**config.mk**
```make
export PLATFORM = sky130hd
export DESIGN_NAME = trackball_quad_gen
export DESIGN_NICKNAME = d
export VERILOG_FILES = /design/src/rtl/trackball_pkg.sv /design/src/rtl/trackball_axis.sv /design/src/rtl/trackball_quad_gen.sv
export SDC_FILE = /design/constraint.sdc
export NUM_CORES = 1
export LEC_CHECK = 0
export BUFFER_PORTS_ARGS = -buffer_cell sky130_fd_sc_hd__buf_4
export CORE_MARGIN = 2
export CORE_UTILIZATION = 60
export CTS_BUF_LIST = sky130_fd_sc_hd__clkbuf_4 sky130_fd_sc_hd__clkbuf_8 sky130_fd_sc_hd__clkbuf_16
export DETAILED_ROUTE_END_ITERATION = 12
export PLACE_DENSITY = 0.78
export SLEW_MARGIN = 15
export SYNTH_ARGS = -nofsm -noshare
export SYNTH_HDL_FRONTEND = slang
export SYNTH_SLANG_ARGS = --single-unit
```
**constraint.sdc**
```tcl
create_clock -name clk_sys -period 7.71 [get_ports clk_sys]
set_input_delay 1.542 -clock clk_sys [delete_from_list [all_inputs] [get_ports clk_sys]]
set_output_delay 1.542 -clock clk_sys [all_outputs]
set_load 0.05 [all_outputs]
```
**src/rtl/trackball_pkg.sv**
```systemverilog
// -----------------------------------------------------------------------------
// trackball_pkg
// Shared types and helpers for the trackball encoder.
//   mode_e    : output encoding (DIRCLK = direction + count clock, QUAD = Gray A/B)
//   PH0..PH3  : quadrature phase sequence for forward motion, as {A,B}
//   sat_add   : acc - step + delta, computed one bit wider than the datapath and
//               clipped to +/-(2^(acc_w-1)-1) so the most-negative code never appears
//   gray_step : advance or reverse one quadrature phase
// -----------------------------------------------------------------------------
package trackball_pkg;

    typedef enum logic {
        DIRCLK = 1'b0,
        QUAD   = 1'b1
    } mode_e;

    localparam logic [1:0] PH0 = 2'b00;
    localparam logic [1:0] PH1 = 2'b01;
    localparam logic [1:0] PH2 = 2'b11;
    localparam logic [1:0] PH3 = 2'b10;

    // Working width of the saturating adder. Accumulators up to 31 bits fit,
    // since the sum is formed one bit wider than this.
    localparam int SAT_W = 32;

    function automatic logic signed [SAT_W-1:0] sat_add(
        input logic signed [SAT_W-1:0] acc,
        input logic signed [SAT_W-1:0] step,
        input logic signed [SAT_W-1:0] delta,
        input int                      acc_w
    );
        logic signed [SAT_W:0] sum;
        logic signed [SAT_W:0] lim;
        sum = (SAT_W+1)'(acc) - (SAT_W+1)'(step) + (SAT_W+1)'(delta);
        lim = ((SAT_W+1)'(1) << (acc_w - 1)) - (SAT_W+1)'(1);
        if (sum > lim) begin
            sum = lim;
        end else if (sum < -lim) begin
            sum = -lim;
        end
        return sum[SAT_W-1:0];
    endfunction

    function automatic logic [1:0] gray_step(
        input logic [1:0] ph,
        input logic       up
    );
        logic [1:0] fwd;
        logic [1:0] bwd;
        case (ph)
            PH0: begin fwd = PH1; bwd = PH3; end
            PH1: begin fwd = PH2; bwd = PH0; end
            PH2: begin fwd = PH3; bwd = PH1; end
            default: begin fwd = PH0; bwd = PH2; end
        endcase
        return up ? fwd : bwd;
    endfunction

endpackage

```
**src/rtl/trackball_axis.sv**
```systemverilog
// -----------------------------------------------------------------------------
// trackball_axis
// One axis: signed movement accumulator, one-count-per-tick drain and output
// encoder (DIRCLK or QUAD selected at elaboration).
// Ports:
//   clk_sys, reset_n : clock, asynchronous active-low reset
//   tick             : drain tick from the shared rate counter
//   accept           : a packet is accepted this cycle (already masked by clear)
//   clear            : synchronous flush of the accumulator
//   delta            : raw signed delta for this axis
//   flip             : negate the incoming delta
//   out_a, out_b     : DIRCLK dir/clock or QUAD phase A/B (registered)
//   busy             : accumulator non-zero (registered from the accumulator)
// -----------------------------------------------------------------------------
module trackball_axis
    import trackball_pkg::*;
#(
    parameter int    DELTA_W = 9,
    parameter int    ACC_W   = 12,
    parameter mode_e MODE    = DIRCLK
) (
    input  logic               clk_sys,
    input  logic               reset_n,
    input  logic               tick,
    input  logic               accept,
    input  logic               clear,
    input  logic [DELTA_W-1:0] delta,
    input  logic               flip,
    output logic               out_a,
    output logic               out_b,
    output logic               busy
);

    logic signed [ACC_W-1:0] acc_q;
    logic signed [ACC_W-1:0] acc_d;
    logic signed [SAT_W-1:0] delta_ext;
    logic signed [SAT_W-1:0] delta_acc;
    logic signed [SAT_W-1:0] step;
    logic                    step_en;
    logic                    step_up;
    logic                    out_a_q;
    logic                    out_a_d;
    logic                    out_b_q;
    logic                    out_b_d;
    logic                    busy_q;

    // Steps are decided from the registered accumulator only, so a packet
    // never reaches the outputs in the cycle it is accepted.
    always_comb begin
        delta_ext = SAT_W'(signed'(delta));
        delta_acc = '0;
        if (accept) begin
            // Widened before negation, so -(most negative) stays positive.
            delta_acc = flip ? -delta_ext : delta_ext;
        end
        step_en = tick && !clear && (acc_q != '0);
        step_up = ~acc_q[ACC_W-1];
        step    = '0;
        if (step_en) begin
            step = step_up ? SAT_W'(1) : -SAT_W'(1);
        end
        if (clear) begin
            acc_d = '0;
        end else begin
            acc_d = ACC_W'(sat_add(SAT_W'(acc_q), step, delta_acc, ACC_W));
        end
    end

    if (MODE == QUAD) begin : g_quad
        always_comb begin
            {out_a_d, out_b_d} = {out_a_q, out_b_q};
            if (step_en) begin
                {out_a_d, out_b_d} = gray_step({out_a_q, out_b_q}, step_up);
            end
        end
    end else begin : g_dirclk
        always_comb begin
            out_a_d = out_a_q;
            out_b_d = out_b_q;
            if (step_en) begin
                out_a_d = step_up;
                out_b_d = ~out_b_q;
            end
        end
    end

    always_ff @(posedge clk_sys or negedge reset_n) begin
        if (!reset_n) begin
            acc_q   <= '0;
            out_a_q <= 1'b0;
            out_b_q <= 1'b0;
            busy_q  <= 1'b0;
        end else begin
            acc_q   <= acc_d;
            out_a_q <= out_a_d;
            out_b_q <= out_b_d;
            busy_q  <= (acc_q != '0);
        end
    end

    assign out_a = out_a_q;
    assign out_b = out_b_q;
    assign busy  = busy_q;

endmodule

```
**src/rtl/trackball_quad_gen.sv**
```systemverilog
// -----------------------------------------------------------------------------
// trackball_quad_gen
// Mouse-to-trackball encoder: accumulates signed per-axis deltas from mouse
// packets and drains them one count per rate tick as DIRCLK or quadrature.
// Parameters: NUM_AXES, DELTA_W, ACC_W (> DELTA_W, <= 31), RATE_DIV (>= 1),
//             MODE (0 = DIRCLK, 1 = QUAD).
// Ports:
//   clk_sys, reset_n : clock, asynchronous active-low reset
//   mouse_toggle     : packet strobe, any level change marks a new packet
//   delta            : packed signed deltas, axis i at [i*DELTA_W +: DELTA_W]
//   flip             : per-axis delta negate
//   clear            : flush accumulators and rate counter (drops a coincident packet)
//   out_a, out_b     : per-axis encoder outputs
//   busy             : per-axis accumulator non-zero
// -----------------------------------------------------------------------------
module trackball_quad_gen
    import trackball_pkg::*;
#(
    parameter int NUM_AXES = 2,
    parameter int DELTA_W  = 9,
    parameter int ACC_W    = 12,
    parameter int RATE_DIV = 1,
    parameter int MODE     = 0
) (
    input  logic                        clk_sys,
    input  logic                        reset_n,
    input  logic                        mouse_toggle,
    input  logic [NUM_AXES*DELTA_W-1:0] delta,
    input  logic [NUM_AXES-1:0]         flip,
    input  logic                        clear,
    output logic [NUM_AXES-1:0]         out_a,
    output logic [NUM_AXES-1:0]         out_b,
    output logic [NUM_AXES-1:0]         busy
);

    localparam mode_e          MODE_E   = (MODE == 1) ? QUAD : DIRCLK;
    localparam int             CNT_W    = (RATE_DIV > 1) ? $clog2(RATE_DIV) : 1;
    localparam logic [CNT_W-1:0] CNT_LAST = CNT_W'(RATE_DIV - 1);

    logic             toggle_q;
    logic [CNT_W-1:0] cnt_q;
    logic [CNT_W-1:0] cnt_d;
    logic             tick;
    logic             accept;

    assign accept = (mouse_toggle != toggle_q) && !clear;
    // With RATE_DIV = 1 the counter is pinned at 0 and tick is always high.
    assign tick   = (cnt_q == CNT_LAST);

    always_comb begin
        cnt_d = cnt_q + CNT_W'(1);
        if (clear || tick) begin
            cnt_d = '0;
        end
    end

    always_ff @(posedge clk_sys or negedge reset_n) begin
        if (!reset_n) begin
            toggle_q <= 1'b0;
            cnt_q    <= '0;
        end else begin
            // Tracks the strobe even during clear, so a dropped packet stays dropped.
            toggle_q <= mouse_toggle;
            cnt_q    <= cnt_d;
        end
    end

    for (genvar gi = 0; gi < NUM_AXES; gi++) begin : g_axis
        trackball_axis #(
            .DELTA_W (DELTA_W),
            .ACC_W   (ACC_W),
            .MODE    (MODE_E)
        ) u_axis (
            .clk_sys (clk_sys),
            .reset_n (reset_n),
            .tick    (tick),
            .accept  (accept),
            .clear   (clear),
            .delta   (delta[gi*DELTA_W +: DELTA_W]),
            .flip    (flip[gi]),
            .out_a   (out_a[gi]),
            .out_b   (out_b[gi]),
            .busy    (busy[gi])
        );
    end

endmodule

```
* Word level (Yosys, flattened, before mapping)
Cells that the tools add are included.
** Cells by class
- Magnitude comparators :: 4
- Mux-type cells :: 15
- Equality and inequality tests :: 1
- Add/sub/neg operators :: 7
- Bitwise operators :: 5
- Reduce and logical (&&, ||, !) cells :: 8
** Operators with widths (number)
- 2-to-1 mux 32 bit :: 8
- 2-to-1 mux 12 bit :: 6
- adder 33 x 32 -> 33 bit :: 2
- > comparator 33 x 12 -> 1 bit (second input constant) :: 2
- < comparator 33 x 12 -> 1 bit (second input constant) :: 2
- subtractor 12 x 32 -> 33 bit :: 2
- negator 9 -> 32 bit :: 2
- nonzero test 12 bit :: 2
- NOT 1 bit :: 5
- logical AND 1 bit :: 4
- adder 1 bit (second input constant) :: 1
- zero test 1 bit :: 1
- logical OR 1 bit :: 1
- 2-to-1 mux 1 bit :: 1
- inequality test 1 bit :: 1
** Storage, ports and cells
- Register bits after elaboration :: 32
- Input port bits :: 24

* Depth between registers and ports, before layout
Gate-level depths: netlist (run 1).
- Depth after elaboration :: 10
- Depth in mapped cells :: 23

* Cells and area by module
From an unflattened synthesis (run 1), not the netlist that was laid out.
** Unflattened totals
- Cell total of the unflattened synthesis :: 1109
- Area, all modules :: 8267.9 µm²
** Modules (own cells, without submodules)
- trackball_axis (g_axis[1].u_axis) :: seq. area each 375.4 µm², area each 4284.1 µm², instances 1, cells each 576
- trackball_axis (g_axis[0].u_axis) :: seq. area each 375.4 µm², area each 3913.8 µm², instances 1, cells each 527
- trackball_quad_gen :: seq. area each 50.0 µm², area each 70.1 µm², instances 1, cells each 6

* Least setup slack after synthesis (run 1)
Ideal clock, no wire load.
- Path type :: input-to-reg
- Start :: in delta[5]
- End :: reg g_axis[0].u_axis.acc_q[10]
- Buffers on the path :: 2
- Path slack :: 1.120 ns
- Setup time :: 0.137 ns
- Cell stages on the path :: 19
- Data required time :: 7.573 ns
- Data arrival time :: 6.453 ns
- Path through :: nor4_1 > inv_1 > nor4_1 > nand2_1 > ha_1 > a21oi_1 > fa_1 > ha_1 > buf_6 > a21o_1 > a221o_1 > a41o_1 > a2111oi_0 > nor3_1 > or4_1 > or4_1 > buf_6 > nor3b_1 > o32ai_1
** On the way
- Word-level cells in the longest chain between the ends :: 8
** Ends and longest elaborated chain
- start, declared :: line trackball_quad_gen.sv:28 : input logic [NUM_AXES*DELTA_W-1:0] delta,
- negator 9 -> 32 bit :: line trackball_axis.sv:54 : delta_acc = flip ? -delta_ext : delta_ext;
- 2-to-1 mux 32 bit (*) :: line trackball_axis.sv:54
- 2-to-1 mux 32 bit (*) :: line trackball_axis.sv:52 : if (accept) begin
- adder 33 x 32 -> 33 bit (*) :: line trackball_pkg.sv:34 : sum = (SAT_W+1)'(acc) - (SAT_W+1)'(step) + (SAT_W+1)'(delta);
- < comparator 33 x 12 -> 1 bit :: line trackball_pkg.sv:38 : end else if (sum < -lim) begin
- 2-to-1 mux 12 bit :: line trackball_pkg.sv:38
- 2-to-1 mux 12 bit (*) :: line trackball_pkg.sv:36 : if (sum > lim) begin
- 2-to-1 mux 12 bit (*) :: line trackball_axis.sv:62 : if (clear) begin
- net g_axis[0].u_axis.acc_d[10] :: line trackball_axis.sv:35 : logic signed [ACC_W-1:0] acc_d;
- end signal, assigned :: line trackball_axis.sv:89 : acc_q <= '0;
- end signal, assigned :: line trackball_axis.sv:94 : acc_q <= acc_d;
- end, declared :: line trackball_axis.sv:34 : logic signed [ACC_W-1:0] acc_q;
The timed path passes the listed nets; every way through them passes the cells marked *.
A chain may end at the register's enable or synchronous reset.

* Final worst setup path (run 1)
- Start :: in delta[3]
- End :: reg g_axis[0].u_axis.acc_q[0]
The elaborated chain is that of the path after synthesis.

==> results of run 1 <==
## state kept, by name, summed over array words and instances, names as in the netlist
signal	count
g_axis.u_axis.busy	2
g_axis.u_axis.out_a	2
g_axis.u_axis.out_b	2
toggle_q	1
g_axis.u_axis.acc_q	24
cnt_q	1
## stage by stage
stage / setup WS (ns) / utilization
floorplan: 1.12 / -
global placement: 0.562 / 0.632
detailed placement: 0.480 / 0.632
CTS: 0.710 / 0.642
global route: 0.258 / 0.642
finish: 0.569 / 0.642
## how the worst min path moves through the flow
stage	endpoint	slack, ns
6_report	g_axis[1].u_axis.out_b	0.47
5_1_grt	g_axis[1].u_axis.out_b	0.50
4_1_cts	g_axis[0].u_axis.out_b	0.47
3_5_place_dp	g_axis[1].u_axis.out_b	0.46
3_3_place_gp	g_axis[0].u_axis.out_b	0.46
2_1_floorplan	g_axis[0].u_axis.out_b	0.44
## area by class of cell
| cell class | instances | area, um2 | share of cell area |
|---|---|---|---|
| inverters | 125 | 469 | 0.0533 |
| flip-flops and latches | 32 | 801 | 0.0909 |
| multi-input cells | 919 | 6810 | 0.773 |
| well taps | 180 | 225 | 0.0256 |
| clock buffers | 6 | 133 | 0.0151 |
| repair buffers | 47 | 365 | 0.0415 |
| clock inverters | 1 | 5.00 | 0.000568 |
## cell families (layout without fill, tap and decap cells)
logic type      Yosys count  in the layout  share of synthesized area
simple gates            404            404                      0.249
compound gates          328            328                      0.262
buf+inv                 181            179                     0.0876
fa+ha+maj               130            130                      0.244
xor+xnor                 45             45                     0.0472
flops                    32             32                     0.0960
mux                      11             11                     0.0138
other cells               1              1                   0.000450
## worst max-delay path: cells and delay by family
family / cells / cell delay, ns
adders and majority gates: 3 / 1.19
buffers and inverters: 3 / 0.47
and+or+nand+nor: 8 / 2.57
AOI/OAI and AO/OA: 5 / 1.55
## routing by layer
metal | GRT usage | wire, um | part of all wire
met1 | 0.417 | 10300 | 0.41
met2 | 0.564 | 12100 | 0.49
met3 | 0.0360 | 1540 | 0.062
met4 | 0.129 | 980 | 0.039
met5 | 0 | 0 | 0
## placed cells by master (no fill, tap or decap), types with 9 or more instances in the layout
cell	instances
a211oi_1	11
a21boi_0	9
a21o_1	31
a21oi_1	80
a31oi_1	11
and2_1	19
and3_1	14
buf_4	46
dfrtp_1	32
fa_1	54
ha_1	76
inv_1	124
nand2_1	122
nand2b_1	9
nand3_1	32
nand4_1	29
nor2_1	49
nor2b_1	10
nor3_1	41
nor4_1	20
o211ai_1	13
o21a_1	13
o21ai_0	65
o31ai_1	11
or3_1	15
or4_1	11
xnor2_1	21
xor2_1	24
==> qor.yml, run 1 <==
clock-sinks: 32
worstReg2RegEnd: "g_axis[0].u_axis.acc_q[0]"
cts_setup_buffers: 0
dpl_cell_area_mm2: 0.00867
antenna_found_initial: 0
synth.avg_cell_area_um2: 7.37
cpMostUsedCell: "nor4_1"
grt_overflow: 0
rsz0062_at_grt: "no"
reg2reg_depth: 17
crit_chain: "buf_4 -> nor4_1 -> inv_1 -> nor4_1 -> buf_4 -> nand2_1 -> ha_1 -> a21oi_1 -> fa_1 -> ha_1 -> a21o_1 -> a221o_1 -> a41o_1 -> a2111oi_0 -> nor3_1 -> or4_1 -> or4_1 -> nor4_1 -> nor3_1"
ant_nets: 0
yosysMostFrequentCell: "inv_1"
start_util: 0.608
hpwl_mm: 20.1
cts_buffers: 5
hold_slack_ns: 0.470
grt.total_usage: 0.326
synthesis.nets: 1286
synth_common_cells: "inv_1 (124), nand2_1 (122), a21oi_1 (80), ha_1 (76), o21ai_0 (65)"
clock_latency_ns: 0.28
ctsHoldBuffers: 0
r2r-start: "cnt_q"
clk_pin_slew_ns: 0.05
startpoint: "delta[3]"
ys_seq_area_frac: 0.0960
diodes: 0
synth_edf_count: 0
synth.largest_area_cell: "fa_1"
drt_wl_total_mm: 24.9
path_class: "input port to flop"
max_stage_delay_ns: 0.74
vias_per_cell: 6.67
timing.slew.headroom: 0.360
design.core.area_mm2: 0.0137
worst-path-max-fanout: 10
finalMaxSlewViolations: 0
fillers: 1248
grt_pass1_vias: 7742
detail_route.iter0.violations: 973
syn_area_mm2: 0.00834
endpoint: "g_axis[0].u_axis.acc_q[0]"
portBuffers: 29
netlist_instances: 1132
holdPathStages: 1
remaining_drc_errors: 0
synth_top_flop_cell: "dfrtp_1"
finalCritPeriodShare: 0.926
gp_congestion: 1.01
grt_max_degree: 33
tightest_slew_ns: 0.958
fin_nets: 1284
wl_per_cell_um: 19.0
slowest_stage: "or4_1"
synth_area_leaders: "fa_1 (13%), ha_1 (11%), dfrtp_1 (9.6%), inv_1 (5.6%), nand2_1 (5.5%)"
finalHoldViolCount: 0
drtPass1Iterations: 8
tns_ns: 0
grt_pass1_wl_mm: 38.7
crit_required_ns: 7.87
pin_count: 30
worstHoldStart: "g_axis[1].u_axis.out_b"
dieWidth_um: 122
max-cap-violations: 0
cts_tree: "yes"
setup_viol: 0
area_growth_pct: 5.59
run_status: "complete, no violations"
cts_max_path_buffers: 2
worst_setup_path_start_kind: "input port"
htreeDepth: 2
holdCritPathClass: "flop to flop"
worstPathArrival_ns: 7.30
cts_resized: 0
root_buffer: "clkbuf_16"
dieArea_mm2: 0.0149
crit_path_end_kind: "flop"
fin_crit_ns: 7.14
design_area_mm2: 0.00881
layout.cells.non_filler: 1310
fp.dieH_um: 122
ys_ff_latch: 32
async_flop_share: 1.00
ys_types: 80
max_freq_mhz: 140
synth_top_area_share: 0.130
drive_above_1_share: 0.0681
dp_cells: 1303
dr_total_vias: 8738
worst-r2r-setup-slack_ns: 1.93
yosys_warnings: 0
fp-row-count: 43
skew_ns: 0.00543
Power of run 1 is not shown: default switching activity piles up to over one toggle a cycle in this logic, so the estimate is an artifact.
==> run 2: changes to the inputs <==
--- a/config.mk
+++ b/config.mk
@@ -6,12 +6,14 @@
 export NUM_CORES = 1
 export LEC_CHECK = 0
 export BUFFER_PORTS_ARGS = -buffer_cell sky130_fd_sc_hd__buf_4
+export CELL_PAD_IN_SITES_DETAIL_PLACEMENT = 2
+export CELL_PAD_IN_SITES_GLOBAL_PLACEMENT = 2
 export CORE_MARGIN = 2
-export CORE_UTILIZATION = 60
+export CORE_UTILIZATION = 38
 export CTS_BUF_LIST = sky130_fd_sc_hd__clkbuf_4 sky130_fd_sc_hd__clkbuf_8 sky130_fd_sc_hd__clkbuf_16
 export DETAILED_ROUTE_END_ITERATION = 12
-export PLACE_DENSITY = 0.78
-export SLEW_MARGIN = 15
+export PLACE_DENSITY_LB_ADDON = 0.1
+export SLEW_MARGIN = 20
 export SYNTH_ARGS = -nofsm -noshare
 export SYNTH_HDL_FRONTEND = slang
 export SYNTH_SLANG_ARGS = --single-unit
==> qor.yml, run 2 (synthesis results as in run 1) <==
run_status: "complete, no violations"
clock_latency_ns: 0.29  # about the same
setup_viol: 0  # unchanged
regMostFlops: "g_axis.u_axis.acc_q"
slowest_stage: "a2111oi_1"
portBuffers: 29  # unchanged
cts_tree: "yes"
clock-sinks: 32  # unchanged
largest_reg_flops: 24  # unchanged
worst-path-max-fanout: 10  # unchanged
tns_ns: 0  # unchanged
dr_total_vias: 8857  # +1.4%
root_buffer: "clkbuf_16"
holdPathStages: 1  # unchanged
grt.total_usage: 0.285  # -0.0410
drtPass1Iterations: 5  # -3
crit_required_ns: 7.89  # +0.02 ns
gp_congestion: 0.872  # -14%
hpwl_mm: 27.3  # +36%
area_growth_pct: 8.92
multi_input_area_mm2: 0.00682  # about the same
detail_route.iter0.violations: 399  # -59%
clk_pin_slew_ns: 0.06  # about the same
rsz0062_at_grt: "no"
design.core.area_mm2: 0.0217  # +58%
ant_nets: 0  # unchanged
htreeDepth: 2  # unchanged
worst_setup_path_start_kind: "input port"
dieArea_mm2: 0.0232  # +56%
finalMaxSlewViolations: 0  # unchanged
drt_wl_total_mm: 33.2  # +33%
drive_above_1_share: 0.0844  # +0.0163
fp-row-count: 54  # +26%
grt_pass1_vias: 9731  # +26%
tightest_slew_ns: 1.03  # +0.0687 ns
skew_ns: 0.00609  # +0.000653 ns
mostFrequentLayoutCells: "inv_1 (124), nand2_1 (122), a21oi_1 (80)"
worstPathArrival_ns: 7.43  # +0.13 ns
cts_buffers: 5  # unchanged
dieWidth_um: 152  # +25%
final_common_cell: "inv_1"
max_freq_mhz: 138  # -1.5%
start_util: 0.385  # -0.223
dp_slack_ns: 0.203  # -0.277 ns
antenna_found_initial: 0  # unchanged
cts_setup_buffers: 0  # unchanged
vias_per_cell: 6.20  # -7.1%
pin_count: 30  # unchanged
grt_max_degree: 33  # unchanged
fin_crit_ns: 7.25  # +0.109 ns
wl_per_cell_um: 23.2  # +22%
reg2reg_depth: 17  # unchanged
fin_nets: 1302  # +1.4%
path_class: "input port to flop"
grt_overflow: 0  # unchanged
holdCritPathClass: "flop to flop"
register_area_um2: 801  # unchanged
cts_max_path_buffers: 2  # unchanged
fillers: 2563  # +110%
finalHoldViolCount: 0  # unchanged
crit_chain: "buf_4 -> or4_1 -> or3_1 -> nand2b_1 -> ha_1 -> nand2_1 -> nand2_1 -> fa_1 -> inv_1 -> ha_1 -> nand4_1 -> a2111oi_1 -> nor4_1 -> or2_2 -> or4_1 -> nor3_1 -> and4_1 -> nand3b_1 -> o21ai_0"
fp.dieH_um: 152  # +25%
worst_slack_ns: 0.461  # -0.109 ns
max-cap-violations: 0  # unchanged
timing.slew.headroom: 0.315  # -0.0459
remaining_drc_errors: 0  # unchanged
grt_pass1_wl_mm: 53.5  # +38%
crit_path_end_kind: "flop"
max_stage_delay_ns: 0.90  # +0.16 ns
finalCritPeriodShare: 0.940  # +0.0141
ctsHoldBuffers: 0  # unchanged
diodes: 0  # unchanged
==> run 2: cell types whose count changed in the layout (fill, tap and decap cells not counted) <==
cell / change
clkbuf_8: +1
nor4_2: +1
clkinv_2: +1
nor4_1: -1
buf_4: +18
clkbuf_4: -1
==> run 2: cell type report <==
cell class,count,area share
sequential,32,0.0881
multi-input combinational,919,0.750
clock buffer,6,0.0153
inverter,125,0.0516
clock inverter,2,0.00110
tap,280,0.0386
timing repair buffer,65,0.0551
==> run 2: routing by layer <==
layer	up-vias	wire length [um]	GRT usage
met5	-	0	0
met4	0	963	0.0774
met3	57	794	0.0205
met2	155	17300	0.530
met1	4513	14100	0.356
li1	4132	-	-
==> run 2: final timing paths <==
| check | start | endpoint | slack [ns] |
|---|---|---|---|
| worst max-delay path | delta[14] | g_axis[1].u_axis.acc_q[5] | 0.46 |
| worst max register to register | toggle_q | g_axis[0].u_axis.acc_q[2] | 2.08 |
| worst min-delay path | g_axis[1].u_axis.out_b | g_axis[1].u_axis.out_b | 0.49 |
| min in group asynchronous | reset_n | g_axis[1].u_axis.busy | 1.20 |
| worst min register to register | g_axis[1].u_axis.out_b | g_axis[1].u_axis.out_b | 0.49 |
| max in group asynchronous | reset_n | g_axis[0].u_axis.acc_q[8] | 6.17 |
==> run 2: critical path, delay by kind of cell <==
kind	cells	cell delay [ns]
AOI/OAI and AO/OA	2	1.19
adders and majority gates	3	1.26
buffers and inverters	2	0.18
and+or+nand+nor	12	3.26
==> run 2: timing repair <==
item / in CTS / in global routing
endpoints found under the hold margin: 0 / 0
setup endpoints to repair: 0 / 11
resized for setup: 0 / 1
==> run 2: stage by stage <==
stage	cell area, um2	utilization	cells	hold slack (ns)
2_1_floorplan	8340	-	1132	0.443
3_3_place_gp	8930	0.412	1421	0.459
3_5_place_dp	8930	0.412	1421	0.480
4_1_cts	9080	0.419	1429	0.493
5_1_grt	9090	0.419	1429	0.509
6_report	9090	0.419	1429	0.488
Power of run 2 is left out for the same reason.
